**config.mk**
```make
export PLATFORM = sky130hd
export DESIGN_NAME = mode_counter
export DESIGN_NICKNAME = d
export VERILOG_FILES = /design/src/rtl/counter_pkg.sv /design/src/rtl/mode_counter.sv
export SDC_FILE = /design/constraint.sdc
export NUM_CORES = 1
export LEC_CHECK = 0
export ABC_CLOCK_PERIOD_IN_PS = 2000
export BUFFER_PORTS_ARGS = -buffer_cell sky130_fd_sc_hd__clkbuf_2
export CORE_MARGIN = 4
export CORE_UTILIZATION = 49
export CTS_CLUSTER_DIAMETER = 50
export CTS_CLUSTER_SIZE = 40
export DETAILED_ROUTE_END_ITERATION = 7
export MAX_ROUTING_LAYER = met4
export PLACE_DENSITY = 0.75
export SYNTH_ARGS = -nofsm -noshare
export SYNTH_HDL_FRONTEND = slang
export SYNTH_SLANG_ARGS = --single-unit
```
**constraint.sdc**
```tcl
create_clock -name clk -period 2 [get_ports clk]
set_clock_uncertainty 0.15 [all_clocks]
set_input_delay 0.2 -clock clk [delete_from_list [all_inputs] [get_ports clk]]
set_output_delay 0.2 -clock clk [all_outputs]
set_load 0.1 [all_outputs]
```
**src/rtl/counter_pkg.sv**
```systemverilog
// Shared types for the mode-selectable counter.
// Mode encoding and direction constants.
package counter_pkg;

  typedef enum logic [1:0] {
    MODE_UP,
    MODE_DOWN,
    MODE_BOUNCE,
    MODE_HOLD
  } mode_e;

  localparam logic DIR_UP   = 1'b0;
  localparam logic DIR_DOWN = 1'b1;

endpackage

```
**src/rtl/mode_counter.sv**
```systemverilog
// Mode-selectable counter: up/down/bounce/hold, modulo MAX_VAL, wrap or saturate.
// Ports: clk, rst (sync active-low), en, mod, load, load_val -> count, dir, tc, wrap.
module mode_counter
  import counter_pkg::*;
#(
  parameter int WIDTH    = 4,
  parameter int MAX_VAL  = 2**WIDTH-1,
  parameter bit SATURATE = 1'b0
) (
  input  logic             clk,
  input  logic             rst,
  input  logic             en,
  input  logic [1:0]       mod,
  input  logic             load,
  input  logic [WIDTH-1:0] load_val,
  output logic [WIDTH-1:0] count,
  output logic             dir,
  output logic             tc,
  output logic             wrap
);

  localparam logic [WIDTH-1:0] MAXV = WIDTH'(MAX_VAL);
  localparam logic [WIDTH-1:0] ZERO = '0;
  localparam logic [WIDTH-1:0] ONE  = WIDTH'(1);

  logic [WIDTH-1:0] count_n;
  logic             dir_n;
  logic             tc_n;
  logic             wrap_n;

  always_comb begin
    count_n = count;
    dir_n   = dir;
    tc_n    = 1'b0;
    wrap_n  = 1'b0;
    if (load) begin
      count_n = (load_val > MAXV) ? MAXV : load_val;
    end else if (en) begin
      unique case (mode_e'(mod))
        MODE_UP: begin
          dir_n = DIR_UP;
          if (count < MAXV) begin
            count_n = count + ONE;
            tc_n    = (count_n == MAXV);
          end else if (!SATURATE) begin
            count_n = ZERO;
            wrap_n  = 1'b1;
          end
        end
        MODE_DOWN: begin
          dir_n = DIR_DOWN;
          if (count > ZERO) begin
            count_n = count - ONE;
            tc_n    = (count_n == ZERO);
          end else if (!SATURATE) begin
            count_n = MAXV;
            wrap_n  = 1'b1;
          end
        end
        MODE_BOUNCE: begin
          if (dir == DIR_UP) begin
            if (count < MAXV) begin
              count_n = count + ONE;
            end else begin
              dir_n   = DIR_DOWN;
              count_n = MAXV - ONE;
            end
          end else begin
            if (count > ZERO) begin
              count_n = count - ONE;
            end else begin
              dir_n   = DIR_UP;
              count_n = ONE;
            end
          end
          // Reaching either end is terminal while bouncing.
          tc_n = (count_n == ZERO) || (count_n == MAXV);
        end
        MODE_HOLD: begin
        end
      endcase
    end
  end

  always_ff @(posedge clk) begin
    if (!rst) begin
      count <= '0;
      dir   <= DIR_UP;
      tc    <= 1'b0;
      wrap  <= 1'b0;
    end else begin
      count <= count_n;
      dir   <= dir_n;
      tc    <= tc_n;
      wrap  <= wrap_n;
    end
  end

endmodule

```
==> flow_summary.toml <==
[drt]
ant_nets = 0
vias = 1049
firstDrtPassIters = 4
routedWlPerCell_um = 15.1
viasPerCell = 6.06
first_iter_violations = 55
drt_drc_violations_left = 0
drt-total-wl_um = 2620

[layout]
antenna_cells = 0
nets = 168
synthToLayoutAreaGrowth_pct = 23.6
stdcell_count = 173
layout-drive-gt1-share_pct = 33.1
fin_area_um2 = 1130

[pwr]
power.density_nw_per_um2 = 552
leakagePower_nw = 0.494
ir_worst_vdd_v = 0.000619

[critical_path]
end_kind = "flip-flop"
path_depth = 7
critPathMaxFanout = 8
slowest_stage = "or4_1"
slowest_delay_ns = 0.53
crit_type = "flip-flop to flip-flop"
crit_buf_inv = 2
worstRegToRegCells = 7
cp-start-kind = "flip-flop"
arrival_ns = 1.96
required_ns = 2.05
critical_path.top_delay_family = "simple AND/OR/NAND/NOR gates"
path_cells = "inv_6, ha_4, inv_1, a311oi_1, a21oi_1, or4_1, nand3_1"

[sta]
min_period_ns = 1.91
hold_viol = 0
fmax_mhz = 523
setup_viol = 0
worst_slack_ns = 0.0878
tightest_slew_ns = 0.541
relSlewSlack_pct = 64.1
setup-tns-final_ns = 0
slew_viol_final = 0
fin_crit_sh_pct = 95.6
rsz0062_at_grt = "yes"

[placement]
place.gp.congestion = 0.959
place_area_um2 = 1070
dpl.cell_count = 166
dp_slack_ns = -0.0453
numPortBuffers = 16
hpwl_um = 2040

[cts]
cts_num_sinks = 7
clk_latency_ns = 0.26
cts_buffers = 3
clkTransAtPathRegs_ns = 0.06
clock_path_buffers = 2
cts_tree = "done"
root_buffer = "clkbuf_4"
htreeDepth = 1

[logic_synthesis]
synth_area_leader_cell = "dfxtp_1"
yosys.cell_types.count = 43
ys.flop_type = "dfxtp_1"
synth_cells = 125
ys.warnings.count = 0
synth_area_per_cell_um2 = 7.30
ys_ff_latch = 7
yosysSeqAreaShare_pct = 15.4
synth_top_area_share_pct = 15.4
yosys-top-cells-area = "dfxtp_1 15%, ha_1 12%, o21ai_0 4.4%, inv_1 4.1%, nand2_1 4.1%"
mappedNetlistArea_um2 = 912
async_reset_ff_share_pct = 0
syn_nets = 144
synth_edf_count = 0

[global_route]
grt_pass1_vias = 946
grt_start_max_net_pins = 15
antenna_found_initial = 0
grt.overflow.total = 0
grt_util_all_layers_pct = 21.5
grt_pass1_wl_um = 4190

[worst_hold_path]
hold_class = "input pin to flip-flop"
worstHoldPathCells = 3

[floorplanning]
core_um2 = 1750
die_width_um = 51.1
rows = 15
die_area_um2 = 2620
initial_core_util_pct = 52.3
die_h_um = 51.1
ios = 17

[status]
outcome = "finished clean"

[job]
cap_violations = 0
[through the flow]
stage                     utilization [%]  hold slack, ns  power [mW]
after CTS                            62.9          0.0787       0.605
final                                64.6          0.0748       0.622
after detailed placement             61.4           0.344       0.473
after floorplan                         -           0.176       0.396
after global routing                 64.6          0.0781       0.661
after global placement               61.4           0.337       0.467
[area by class of cell]
cell class	count	area [µm²]
sequential	7	151
tap	25	31.3
multi-input combinational	99	707
timing repair buffer	28	168
fill	171	618
inverter	10	42.5
clock inverter	1	5.00
clock buffer	3	22.5
[cell usage in the layout (no fill, tap or decap), types with 2 or more instances in the layout]
cell type and n:
buf_4 11, nand2_1 10, inv_1 8, dfxtp_4 2, o221ai_1 2, and2_1 3, dfxtp_1 2, clkbuf_4 3
nand3b_1 2, a31oi_1 4, o21ai_0 8, o211ai_1 4, a221oi_1 2, dfxtp_2 3, clkbuf_2 17, nor3_1 3
nor2_1 9, a21oi_1 7, nand4b_1 2, o2111ai_1 2, ha_1 7, a311oi_1 2, nand3_1 7
[state kept, by name, indices dropped and copies added (netlist names)]
signal and flops:
count 4, dir 1, tc 1, wrap 1
[final timing paths]
path / startpoint / endpoint / slack (ns)
max: count[0] / tc / 0.09
min: en / wrap / 0.07
max reg2reg: count[0] / tc / 0.09
min reg2reg: dir / dir / 0.38
[power by group]
group / internal [mW] / leakage (nW) / switching (mW) / total, mW
clock network: 0.0735 / 0.0177 / 0.0603 / 0.134
registers: 0.150 / 0.0598 / 0.0260 / 0.176
logic: 0.111 / 0.416 / 0.201 / 0.312
[layer usage]
layer  GRT usage (%)  vias to the layer above  share of wire, %
met5               -                        -                 0
met4            6.28                        0               1.1
met3            3.79                        4               8.8
met2            35.2                       52                50
met1            26.9                      478                40
li1                -                      515                 -
[Yosys cell counts, types with 2 or more instances]
library cell	count
inv_1	10
nand2_1	10
ha_1	9
nor2_1	9
o21ai_0	8
a21oi_1	7
dfxtp_1	7
nand3_1	7
a31oi_1	4
buf_2	4
clkbuf_1	4
o211ai_1	4
and2_1	3
nor3_1	3
a21boi_0	2
a221oi_1	2
a311oi_1	2
nand3b_1	2
nand4b_1	2
o2111ai_1	2
o221ai_1	2
[worst register-to-register path: cells and delay by family, from the launching register on]
family / cells / cell delay, ns
flops: 1 / 0.38
buf+inv: 2 / 0.17
fa+ha+maj: 1 / 0.15
simple gates: 2 / 0.62
compound gates: 2 / 0.39
[logic make-up (layout without fill, tap and decap cells)]
logic type | Yosys count | after routing | share of synthesized area, %
AO/OA/AOI/OAI | 44 | 44 | 33.7
XOR/XNOR | 1 | 1 | 0.960
adder cells (fa/ha/maj) | 9 | 9 | 12.3
buffers and inverters | 19 | 42 | 9.19
flip-flops | 7 | 7 | 15.4
multiplexers | 1 | 1 | 1.10
AND/OR/NAND/NOR | 44 | 44 | 27.3
[timing repair]
action | in CTS | in global routing
pin swaps | 0 | 2
gates resized for setup | 1 | 4
hold buffers | 0 | 0
endpoints found under the setup margin | 1 | 2
setup buffers | 0 | 3
No activity file was read; power rests on OpenSTA's default activity.
